==> src/rtl/mips_pkg.sv <==
// Shared definitions for the 5-stage MIPS core: pipeline sequencer state
// encoding, HALT opcode and default register-address width.
package mips_pkg;

    localparam int unsigned REG_AW_DEF      = 5;
    localparam logic [5:0]  HALT_OPCODE_DEF = 6'b111111;

    typedef enum logic [2:0] {
        ST_RUN       = 3'd0,
        ST_STEP_WAIT = 3'd1,
        ST_STEP_EXEC = 3'd2,
        ST_DRAIN     = 3'd3,
        ST_HALTED    = 3'd4
    } state_e;

    function automatic logic is_halt(input logic [5:0] opcode, input logic [5:0] halt_opcode);
        return opcode == halt_opcode;
    endfunction

endpackage

==> src/rtl/pipe_hazard_ctrl_load_use_detect.sv <==
// Combinational load-use hazard detector: a load in EX whose destination is
// read by the instruction in ID. Register 0 never creates a hazard.
module load_use_detect #(
    parameter int unsigned REG_AW = 5
) (
    input  logic              ex_mem_read_i,
    input  logic [REG_AW-1:0] ex_rt_i,
    input  logic [REG_AW-1:0] id_rs_i,
    input  logic [REG_AW-1:0] id_rt_i,
    input  logic              id_uses_rt_i,
    output logic              load_use_o
);

    logic rs_hit;
    logic rt_hit;

    always_comb begin
        rs_hit     = (ex_rt_i == id_rs_i);
        rt_hit     = id_uses_rt_i && (ex_rt_i == id_rt_i);
        load_use_o = ex_mem_read_i && (ex_rt_i != '0) && (rs_hit || rt_hit);
    end

endmodule

==> src/rtl/pipe_hazard_ctrl.sv <==
// Pipeline sequencer: load-use stall, branch flush, HALT drain and debug
// single-step. Optional performance counters under PIPE_CTRL_PERF_EN.
module pipe_hazard_ctrl
    import mips_pkg::*;
#(
    parameter int unsigned REG_AW       = mips_pkg::REG_AW_DEF,
    parameter int unsigned DRAIN_CYCLES = 3,
    parameter logic [5:0]  HALT_OPCODE  = mips_pkg::HALT_OPCODE_DEF
) (
    input  logic              clock,
    input  logic              reset,
    input  logic [5:0]        id_opcode,
    input  logic [REG_AW-1:0] id_rs,
    input  logic [REG_AW-1:0] id_rt,
    input  logic              id_uses_rt,
    input  logic              ex_memRead,
    input  logic [REG_AW-1:0] ex_rt,
    input  logic              branch_taken,
    input  logic              step_mode,
    input  logic              step_req,
    output logic              stall_pc,
    output logic              stall_ifid,
    output logic              flush_ifid,
    output logic              stall_idex,
    output logic              flush_idex,
    output logic              freeze,
    output logic              halted,
    output logic [2:0]        state
`ifdef PIPE_CTRL_PERF_EN
    ,
    output logic [31:0]       cycle_cnt,
    output logic [31:0]       stall_cnt,
    output logic [31:0]       flush_cnt
`endif
);

    localparam int unsigned CW = (DRAIN_CYCLES > 2) ? $clog2(DRAIN_CYCLES) : 1;

    state_e        state_q, state_d;
    logic [CW-1:0] cnt_q, cnt_d;

    logic load_use;
    logic halt_id;
    logic halt_eff;
    logic active;
    logic stall_pc_c, stall_ifid_c, flush_ifid_c, stall_idex_c, flush_idex_c;
    logic freeze_c, halted_c;

    load_use_detect #(
        .REG_AW (REG_AW)
    ) u_load_use_detect (
        .ex_mem_read_i (ex_memRead),
        .ex_rt_i       (ex_rt),
        .id_rs_i       (id_rs),
        .id_rt_i       (id_rt),
        .id_uses_rt_i  (id_uses_rt),
        .load_use_o    (load_use)
    );

    // A HALT only takes effect when neither a branch squashes it nor a
    // load-use stall keeps it waiting in ID.
    always_comb begin
        halt_id  = is_halt(id_opcode, HALT_OPCODE);
        active   = (state_q == ST_RUN) || (state_q == ST_STEP_EXEC);
        halt_eff = active && halt_id && !branch_taken && !load_use;
    end

    always_ff @(posedge clock or posedge reset) begin
        if (reset) begin
            state_q <= ST_RUN;
            cnt_q   <= '0;
        end else begin
            state_q <= state_d;
            cnt_q   <= cnt_d;
        end
    end

    always_comb begin
        state_d      = state_q;
        cnt_d        = cnt_q;
        stall_pc_c   = 1'b0;
        stall_ifid_c = 1'b0;
        flush_ifid_c = 1'b0;
        stall_idex_c = 1'b0;
        flush_idex_c = 1'b0;
        freeze_c     = 1'b0;
        halted_c     = 1'b0;
        unique case (state_q)
            ST_RUN, ST_STEP_EXEC: begin
                if (branch_taken) begin
                    flush_ifid_c = 1'b1;
                    flush_idex_c = 1'b1;
                end else if (load_use) begin
                    stall_pc_c   = 1'b1;
                    stall_ifid_c = 1'b1;
                    flush_idex_c = 1'b1;
                end else if (halt_id) begin
                    stall_pc_c   = 1'b1;
                    flush_ifid_c = 1'b1;
                    flush_idex_c = 1'b1;
                end
                if (halt_eff) begin
                    state_d = ST_DRAIN;
                    cnt_d   = CW'(DRAIN_CYCLES - 1);
                end else if (step_mode) begin
                    state_d = ST_STEP_WAIT;
                end else begin
                    state_d = ST_RUN;
                end
            end
            ST_STEP_WAIT: begin
                stall_pc_c   = 1'b1;
                stall_ifid_c = 1'b1;
                stall_idex_c = 1'b1;
                freeze_c     = 1'b1;
                if (step_req) begin
                    state_d = ST_STEP_EXEC;
                end else if (!step_mode) begin
                    state_d = ST_RUN;
                end
            end
            ST_DRAIN: begin
                stall_pc_c   = 1'b1;
                flush_ifid_c = 1'b1;
                flush_idex_c = 1'b1;
                if (cnt_q == '0) begin
                    state_d = ST_HALTED;
                end else begin
                    cnt_d = cnt_q - CW'(1);
                end
            end
            ST_HALTED: begin
                stall_pc_c   = 1'b1;
                stall_ifid_c = 1'b1;
                stall_idex_c = 1'b1;
                freeze_c     = 1'b1;
                halted_c     = 1'b1;
            end
            default: begin
                state_d = ST_RUN;
                cnt_d   = '0;
            end
        endcase
    end

    // Outputs are forced to their reset values while reset is held, even if
    // the hazard inputs would otherwise assert a stall or flush.
    always_comb begin
        stall_pc   = stall_pc_c   & ~reset;
        stall_ifid = stall_ifid_c & ~reset;
        flush_ifid = flush_ifid_c & ~reset;
        stall_idex = stall_idex_c & ~reset;
        flush_idex = flush_idex_c & ~reset;
        freeze     = freeze_c     & ~reset;
        halted     = halted_c     & ~reset;
        state      = state_q;
    end

`ifdef PIPE_CTRL_PERF_EN
    logic [31:0] cycle_cnt_q, stall_cnt_q, flush_cnt_q;

    always_ff @(posedge clock or posedge reset) begin
        if (reset) begin
            cycle_cnt_q <= '0;
            stall_cnt_q <= '0;
            flush_cnt_q <= '0;
        end else begin
            if ((state_q != ST_HALTED) && !freeze_c) begin
                cycle_cnt_q <= cycle_cnt_q + 32'd1;
            end
            if (active && !branch_taken && load_use) begin
                stall_cnt_q <= stall_cnt_q + 32'd1;
            end
            if (active && branch_taken) begin
                flush_cnt_q <= flush_cnt_q + 32'd1;
            end
        end
    end

    always_comb begin
        cycle_cnt = cycle_cnt_q;
        stall_cnt = stall_cnt_q;
        flush_cnt = flush_cnt_q;
    end
`endif

endmodule
==> config.mk <==
export PLATFORM = sky130hd
export DESIGN_NAME = pipe_hazard_ctrl
export DESIGN_NICKNAME = d
export VERILOG_FILES = /design/src/rtl/mips_pkg.sv /design/src/rtl/pipe_hazard_ctrl_load_use_detect.sv /design/src/rtl/pipe_hazard_ctrl.sv
export SDC_FILE = /design/constraint.sdc
export NUM_CORES = 1
export LEC_CHECK = 0
export ABC_AREA = 1
export BUFFER_PORTS_ARGS = -buffer_cell sky130_fd_sc_hd__buf_2
export CAP_MARGIN = 5
export CORE_AREA = 2 2 43 45
export DETAILED_ROUTE_END_ITERATION = 10
export DIE_AREA = 0 0 45 47
export GPL_TIMING_DRIVEN = 0
export PLACE_DENSITY = 0.74
export SKIP_LAST_GASP = 1
export SLEW_MARGIN = 20
export SYNTH_ARGS = -nofsm -noshare
export SYNTH_HDL_FRONTEND = slang
export SYNTH_SLANG_ARGS = --single-unit
==> constraint.sdc <==
create_clock -name clock -period 1.63 [get_ports clock]
set_input_delay 0.163 -clock clock [delete_from_list [all_inputs] [get_ports clock]]
set_output_delay 0.163 -clock clock [all_outputs]
set_load 0.02 [all_outputs]
==> results.md <==
- Final nets: 203
- WHS Path Cells: 3
- Hold Startpoint: step_req
- Drt drc: 0
- Hold crit path type: primary input to flop
- Final max-slew violation count: 0
- Initial Util: 0.397
- Final instance area: 1090 um2
- Post-synthesis compound-gate area fraction: 0.115
- First-pass GRT wire length: 3190 um
- Gr ovfl total: 0
- Total Wirelength: 1940 um
- Placed inst area: 865 um2
- Worst-Margin Slew: 0.221 ns
- Reg clk slew, reported paths: 0.05 ns
- Final count of hold timing violations: 0
- PortBufs: 37
- Clock buffer depth: 2
- Total Routing Usage GR: 0.209
- Leakage: 0.648 nW
- DRT iter0 DRCs: 16
- Xor/xnor cell area share of the yosys netlist: 0.0134
- Clock root buffer: clkbuf_4
- Element type at the critical path start: flop
- Critical path class: flop to output pin
- DR WL/cell: 10.2 um
- Max Cap Violations: 0
- Die ar.: 2120 um2
- Clock sinks: 5
- Die X: 45 um
- Vias: 895
- Vias in the first global route: 844
- Post-synthesis mux area share: 0
- Setup WS post-layout: -0.00375 ns
- Max IR drop VDD: 0.00103 V
- Core Util, Final: 0.659
- Final setup fails: 1
- Adder-cell share of the synthesized area: 0.0191
- Outcome: finished with violations
- Fmax: 0.612 GHz
- Headroom to the max-slew limit: 0.852
- CTS tree: yes
- H-tree levels: 1
- Vias per cell: 4.71
- Share of cells above drive strength 1: 0.491
- Post-layout min period: 1.63 ns
- Die Y-Extent: 47 um
- Placed Cells: 174
- I/O pin count: 38
- Syn_nets: 149
- Final ANT Viol Nets: 0
- Netlist Area Pre-Place: 656 um2
- Router iterations before antenna repair: 4
- Avg Inst Size Synth: 5.46 um2
- Sequential area share after synthesis: 0.191
- Fin crit share: 1.00
- Diodes inserted: 0
- Core area: 1650 um2
- FP Rows: 15
- R2R depth: 12
- Final Instance Count excl. Fillers: 190
- Synth Area in Simple Gates: 0.479
- Crit path from: state[0]
- Worst r2r src: state[0]
- RSZ-0062 raised after global routing: true
- P&R area growth vs syn: 66.0%
- Layout Skew: 0.00432 ns
- Gpl congestion: 0.815
- CP arrival: 1.47 ns
- Hpwl dp: 1370 um
- Failing checks: negative setup slack
- Skew-Pair Late Insertion Delay: 0.25 ns
- Synth warnings: 0
- Initial antenna violation count: 0
- Power density over the cells: 1630 nW/um2
- Yosys reg bits: 5
- Worst endpoint required time: 1.47 ns
- Cts bufs inserted: 3
- Cells after Synth: 120
- Worst Path Max Fanout: 4
- CP Capture Type: output pin
- Largest net degree at the start of global routing: 7
- Cell variety after synth: 23
- Combinational family with the most area after synthesis: simple AND/OR/NAND/NOR gates
power by group:
part / switching [mW] / total (mW) / internal [mW]
registers: 0.0823 / 0.275 / 0.192
logic: 0.749 / 1.35 / 0.601
clock network: 0.0555 / 0.148 / 0.0929
total: 0.887 / 1.77 / 0.886
Yosys cell counts:
master     n  area [um2]
nand3_1    5        25.0
or2_2      1        6.26
o21a_1     1        7.51
nor2_1    13        48.8
inv_1     23        86.3
o22ai_1    1        6.26
nand3b_1   1        7.51
nor3_1     2        10.0
inv_2      7        26.3
nor3_2     1        10.0
nor2_4     1        11.3
a21oi_1    3        15.0
nor2_2     2        12.5
xnor2_1    1        8.76
dfrtp_1    5         125
nand2_1   37         139
a21oi_4    1        16.3
nor4_1     1        6.26
ha_1       1        12.5
nand2_2    4        25.0
buf_4      1        7.51
o21ai_0    6        30.0
nand4_1    2        12.5
path summary, 6_finish.rpt:
| path | endpoint | slack, ns |
|---|---|---|
| max in group asynchronous | state[2] | 0.97 |
| worst min register to register | cnt_q[1] | 0.49 |
| worst min-delay path | state[1] | 0.17 |
| worst max register to register | cnt_q[1] | 0.06 |
| min in group asynchronous | state[1] | 0.54 |
| worst max-delay path | stall_pc | -0.004 |
worst max-delay path: stages (launching register included):
cell     delay [ns]
dfrtp_1        0.40
inv_2          0.11
nor2_4         0.04
inv_2          0.07
nor2_4         0.04
nor2_4         0.15
inv_2          0.06
nor2_2         0.12
a21oi_2        0.08
buf_6          0.13
layout make-up:
type | instances | area, um2
Clock buffer | 4 | 26.3
Multi-Input combinational cell | 84 | 487
Inverter | 30 | 116
Sequential cell | 5 | 128
Timing Repair Buffer | 49 | 303
Fill cell | 149 | 563
Tap cell | 17 | 21.3
Buffer | 1 | 7.51
cell families after synthesis:
logic type               Yosys count
flip-flops                         5
AO/OA/AOI/OAI                     12
adder cells (fa/ha/maj)            1
buffers and inverters             31
AND/OR/NAND/NOR                   70
XOR/XNOR                           1
flip-flops by register name, summed over array words and instances (netlist names):
signal  cells
cnt_q       2
state       3
repair_timing:
action,CTS,global route
gates resized for setup,22,11
setup buffers,9,2
hold buffers,1,0
endpoints found under the hold margin,5,0
pin swaps,6,10
setup endpoints to repair,5,5
per-stage QoR:
step,power (mW),TNS (ns),hold WS [ns],setup WS [ns]
after floorplan,0.880,0,-0.0502,0.00419
after global placement,1.09,0,0.136,0.0799
after detailed placement,1.11,0,0.154,0.0753
after CTS,1.63,0,0.160,0.00632
after global routing,1.90,-0.125,0.205,-0.0684
final,1.77,-0.00375,0.167,-0.00375
routing by layer:
| layer | wire length [um] | vias to the layer above | global-route usage |
|---|---|---|---|
| met4 | 45 | 0 | 0.112 |
| met1 | 834 | 400 | 0.229 |
| li1 | - | 464 | - |
| met5 | 0 | - | 0 |
| met3 | 111 | 4 | 0.0423 |
| met2 | 944 | 27 | 0.380 |
layout by cell type, fill, tap and decap left out, types with 2 or more instances in the layout:
cell type and instances:
buf_2 33, nand4_1 2, nand3_1 5, dfrtp_2 2, nor2_2 2, nor3_4 3
o21ai_0 5, nor2_4 6, buf_6 4, clkbuf_4 3, a21oi_1 2, inv_1 18
dfrtp_1 3, buf_4 12, nor2_1 8, nand2_1 37, inv_2 11, nand2_2 4
(Power assumes the default switching activity.)
